`config.mk`:
```
export PLATFORM = sky130hd
export DESIGN_NAME = scs8hd_pwrseq_tap
export DESIGN_NICKNAME = d
export VERILOG_FILES = /design/src/rtl/scs8hd_pwrseq_tap.sv
export SDC_FILE = /design/constraint.sdc
export NUM_CORES = 1
export LEC_CHECK = 0
export ABC_AREA = 0
export CELL_PAD_IN_SITES_DETAIL_PLACEMENT = 1
export CELL_PAD_IN_SITES_GLOBAL_PLACEMENT = 2
export CORE_MARGIN = 10
export CORE_UTILIZATION = 38
export DETAILED_ROUTE_END_ITERATION = 10
export DONT_BUFFER_PORTS = 1
export HOLD_SLACK_MARGIN = 0.05
export PLACE_DENSITY = 0.85
export RECOVER_POWER = 50
export SLEW_MARGIN = 20
export SYNTH_ARGS = -nofsm -noshare
export SYNTH_HDL_FRONTEND = slang
export SYNTH_SLANG_ARGS = --single-unit
```
`constraint.sdc`:
```
create_clock -name clk -period 5.06 [get_ports clk]
set_clock_uncertainty 0.05 [all_clocks]
set_input_delay 0.759 -clock clk [delete_from_list [all_inputs] [get_ports clk]]
set_output_delay 0.759 -clock clk [all_outputs]
set_load 0.005 [all_outputs]
```
`src/rtl/scs8hd_pwrseq_tap.sv`:
```
// -----------------------------------------------------------------------------
// scs8hd_pwrseq_tap
//
// Power-switch sequencer for a gated domain. Header-switch segments are turned
// on one at a time, STEP_CYC cycles apart, to limit rush current, and turned
// off in reverse order. Completion is reported on a level req/ack handshake.
//
// Parameters
//   NSEG      number of switch segments (1..32)
//   STEP_CYC  cycles between consecutive segment changes (1..255)
//
// Ports
//   clk       sequencer clock, rising edge
//   reset     synchronous, active-high
//   pwr_req   level request: 1 = domain on, 0 = domain off
//   pwr_ack   1 only when all segments are on and the ramp has settled
//   sw_en     per-segment switch enables, thermometer code from bit 0
//   seq_busy  1 while ramping up or down
//   iso_en    isolation-clamp enable (only with SC_PWRSEQ_ISO_EN defined)
//
// Optional feature: define SC_PWRSEQ_ISO_EN to add iso_en and its sequencing.
// Isolation is released one cycle before pwr_ack rises, and re-asserted one
// cycle before the first segment drops.
// -----------------------------------------------------------------------------
module scs8hd_pwrseq_tap #(
    parameter int NSEG     = 4,
    parameter int STEP_CYC = 8
) (
    input  logic            clk,
    input  logic            reset,
    input  logic            pwr_req,
    output logic            pwr_ack,
    output logic [NSEG-1:0] sw_en,
    output logic            seq_busy
`ifdef SC_PWRSEQ_ISO_EN
    ,
    output logic            iso_en
`endif
);

    localparam int CW = $clog2(STEP_CYC + 1);

    localparam logic [CW-1:0]   RELOAD  = CW'(STEP_CYC - 1);
    localparam logic [NSEG-1:0] SEG_ONE = NSEG'(1);
    localparam logic [NSEG-1:0] SEG_ALL = '1;

    typedef enum logic [1:0] {
        OFF     = 2'd0,
        RAMP_UP = 2'd1,
        ON      = 2'd2,
        RAMP_DN = 2'd3
    } state_t;

    state_t          state, state_nxt;
    logic [CW-1:0]   cnt, cnt_nxt;
    logic [NSEG-1:0] sw_nxt;
    logic            ack_nxt;
    logic            busy_nxt;

    // NOTE: every variable driven here gets a default first, so no path
    // through the case statement can leave one unassigned and infer a latch.
    always_comb begin
        state_nxt = state;
        cnt_nxt   = cnt;
        sw_nxt    = sw_en;

        unique case (state)
            OFF: begin
                if (pwr_req) begin
                    state_nxt = RAMP_UP;
                    sw_nxt    = SEG_ONE;
                    cnt_nxt   = RELOAD;
                end
            end

            RAMP_UP: begin
                if (!pwr_req) begin
                    // Reversal: hold the segments, restart the interval.
                    state_nxt = RAMP_DN;
                    cnt_nxt   = RELOAD;
                end else if (cnt != '0) begin
                    cnt_nxt = cnt - CW'(1);
                end else if (sw_en == SEG_ALL) begin
                    // Settle interval after the last segment has elapsed.
                    state_nxt = ON;
                end else begin
                    sw_nxt  = (sw_en << 1) | SEG_ONE;
                    cnt_nxt = RELOAD;
                end
            end

            ON: begin
                if (!pwr_req) begin
                    state_nxt = RAMP_DN;
`ifdef SC_PWRSEQ_ISO_EN
                    // Clamp first; the top segment drops on the next edge.
                    cnt_nxt   = '0;
`else
                    sw_nxt    = sw_en >> 1;
                    cnt_nxt   = RELOAD;
                    if ((sw_en >> 1) == '0) begin
                        state_nxt = OFF;
                    end
`endif
                end
            end

            RAMP_DN: begin
                if (pwr_req) begin
                    state_nxt = RAMP_UP;
                    cnt_nxt   = RELOAD;
                end else if (cnt != '0) begin
                    cnt_nxt = cnt - CW'(1);
                end else begin
                    sw_nxt  = sw_en >> 1;
                    cnt_nxt = RELOAD;
                    if ((sw_en >> 1) == '0) begin
                        state_nxt = OFF;
                    end
                end
            end

            default: begin
                state_nxt = OFF;
                sw_nxt    = '0;
                cnt_nxt   = '0;
            end
        endcase

`ifdef SC_PWRSEQ_ISO_EN
        // Acknowledge one cycle after isolation has been released.
        ack_nxt  = (state == ON) && (state_nxt == ON);
`else
        ack_nxt  = (state_nxt == ON);
`endif
        busy_nxt = (state_nxt == RAMP_UP) || (state_nxt == RAMP_DN);
    end

    // NOTE: sequential state uses non-blocking assignments so all registers
    // update together from the values present before the edge.
    always_ff @(posedge clk) begin
        if (reset) begin
            state    <= OFF;
            cnt      <= '0;
            sw_en    <= '0;
            pwr_ack  <= 1'b0;
            seq_busy <= 1'b0;
`ifdef SC_PWRSEQ_ISO_EN
            iso_en   <= 1'b1;
`endif
        end else begin
            state    <= state_nxt;
            cnt      <= cnt_nxt;
            sw_en    <= sw_nxt;
            pwr_ack  <= ack_nxt;
            seq_busy <= busy_nxt;
`ifdef SC_PWRSEQ_ISO_EN
            iso_en   <= (state_nxt != ON);
`endif
        end
    end

endmodule
```
==> impl_metrics.toml <==
[critical_path]
crit_path_max_fanout = 4
path_cells = "inv_1 -> ha_1 -> nor3b_1 -> nand2_1 -> a211oi_1 -> and4b_1"
critPathLaunchType = "register"
critPathMaxStageDelay_ns = 0.40
end_kind = "register"
reg2regPathDepth = 6
crit_type = "register to register"
crit_slowest_cell = "nor3b_1"
cp.arrival_ns = 1.94
required_ns = 5.19

[run_status]
status = "finished clean"

[floorplanning]
rows = 15
die_h_um = 62.63
die_x_um = 62.63
top_level_ports = 9
core_region_area_um2 = 1727
initial_core_util = 0.4000
dieArea_um2 = 3923

[clock_tree]
clock_path_buffers = 2
cts-hold-fix-buffers = 0
cts.sinks = 12
cts_tree = "built"
numCtsBuffers = 3
insertion_delay_ns = 0.28
cts_setup_buffers = 0
clk_pin_slew_ns = 0.08
cts-root-buf = "clkbuf_4"
cts_resized = 0
htreeDepth = 1

[final_layout]
nets = 87
n_antenna_cell = 0
area_growth_pct = 7.065
drive_above_1_share = 0.09877

[route]
vias_per_cell = 5.858
drt-initial-drc-count = 6
ant_nets = 0
drtPass1Iterations = 4
drc = 0
wl_um = 1754
wl_per_cell_um = 16.55
dr_total_vias = 621

[power_and_ir_drop]
switching_share = 0.3400
power_density_nw_per_um2 = 372.0
clockPowerShare = 0.288
p_int_uw = 181.6
combPwrFrac = 0.247
power.leakage_nw = 0.2908
max-vdd-ir-drop_uv = 192.8
p_switching_uw = 93.53
p_total_uw = 275.1
p_seq_frac = 0.465

[timing]
slew_headroom = 0.6316
drv_slew = 0
tns_ns = 0
setup_viol = 0
min_period_over_period = 0.3588
worst_slew_pin_slew_ns = 0.5486
rsz0062_at_grt = "no"
fin_crit_ns = 1.815
hold_viol_final = 0
timing.fmax_ghz = 0.5508

[global_routing]
grt_pass1_vias = 673
antenna_found_initial = 0
grt_overflow = 0
grt_first_pass_wirelength_um = 2946
track_usage = 0.09210
grt_max_degree = 15

[placed_design]
routabilityCongestion = 0.6865
io_buffer_count = 0
dp.final_hpwl_um = 1332

[logic_synthesis]
synth_most_common_cell = "dfxtp_1"
seq_area_frac_synth = 0.3478
synth_common_cells = "12 x dfxtp_1, 10 x nand2_1, 5 x inv_1"
synth_flop_cell = "dfxtp_1"
post-synth-top-area-cell = "dfxtp_1"
synth-warning-count = 0
syn_nets = 86
synth_edf_count = 0
syn_area_um2 = 690.7
synth_cell_types = 37
synth_top_area_frac = 0.3478
syn_inst = 81
synth.area.top_cells = "dfxtp_1 35%, nand2_1 5.4%, a221oi_4 3.8%"
synth_seq_cells = 12
ys_async_sr_fraction = 0
avgSynthCellArea_um2 = 8.527

[worst_hold_path]
hp-class = "register to register"
holdPathStages = 2

[job]
cap_violations = 0
-- per-layer routing --
metal | vias to the layer above | share of wire | track usage
met1 | 304 | 0.41 | 0.09192
li1 | 301 | - | -
met4 | 0 | 0.015 | 0.06983
met5 | - | 0 | 0
met2 | 12 | 0.51 | 0.1513
met3 | 4 | 0.063 | 0.03584
-- placed cells by master, fill, tap and decap left out, types with 2 or more instances in the layout --
cell	netlist	final
nand2_1	10	10
a21oi_1	3	3
clkbuf_4	0	3
nand3_1	4	4
dfxtp_1	12	12
o211a_1	2	2
nor3_1	2	2
ha_1	2	2
o211ai_1	2	2
a221oi_1	2	2
a31oi_1	2	2
a211oi_1	2	2
nor2b_1	2	2
or3_1	2	2
nand4_1	2	2
nor2_1	4	4
inv_1	5	5
-- logic make-up after synthesis --
group | count (synthesis) | synth area share
buffers and inverters | 9 | 0.05434
flip-flops | 12 | 0.3478
AO/OA/AOI/OAI | 20 | 0.2482
adder cells (fa/ha/maj) | 2 | 0.03623
AND/OR/NAND/NOR | 36 | 0.2881
XOR/XNOR | 2 | 0.02537
-- critical path: cells and delay by family, from the launching register on --
kind                     cells  cell delay [ns]
buffers and inverters        1             0.11
AND/OR/NAND/NOR              3             0.76
AO/OA/AOI/OAI                1             0.29
adder cells (fa/ha/maj)      1             0.18
flip-flops                   1             0.33
-- through the flow --
step,hold slack [ns],cell area (um^2),setup slack [ns],cells,util
global placement,0.4192,703.2,3.309,102,0.4072
global route,0.4701,739.5,3.082,106,0.4283
detailed placement,0.4309,703.2,3.265,102,0.4072
CTS,0.4517,739.5,3.245,106,0.4283
floorplan,0.4048,690.7,3.353,81,-
finish,0.4480,739.5,3.245,106,0.4283
-- path summary, 6_finish.rpt --
path / start / to / slack [ns]
hold / removal: cnt[0] / cnt[0] / 0.45
hold reg to reg: cnt[0] / cnt[0] / 0.45
setup / recovery: cnt[0] / pwr_ack / 3.24
setup reg to reg: cnt[0] / pwr_ack / 3.24
-- power groups by stage --
stage / logic [mW] / clock network [mW] / registers [mW]
after floorplan: 0.0626 / 0 / 0.120
after global routing: 0.0767 / 0.0849 / 0.131
final: 0.0679 / 0.0792 / 0.128
after CTS: 0.0684 / 0.0819 / 0.128
after detailed placement: 0.0680 / 0 / 0.130
after global placement: 0.0644 / 0 / 0.130
-- cell type report --
type                    count  area, um^2
clock buffers               4       36.28
fillers                   229       987.2
inverters                   5       18.77
multi-input cells          60       412.9
flip-flops and latches     12       240.2
well taps                  25       31.28
-- state kept, by name, indices dropped and copies added, names as in the netlist --
register / flops
sw_en: 4
state: 2
cnt: 4
pwr_ack: 1
seq_busy: 1
(Power assumes the default switching activity.)
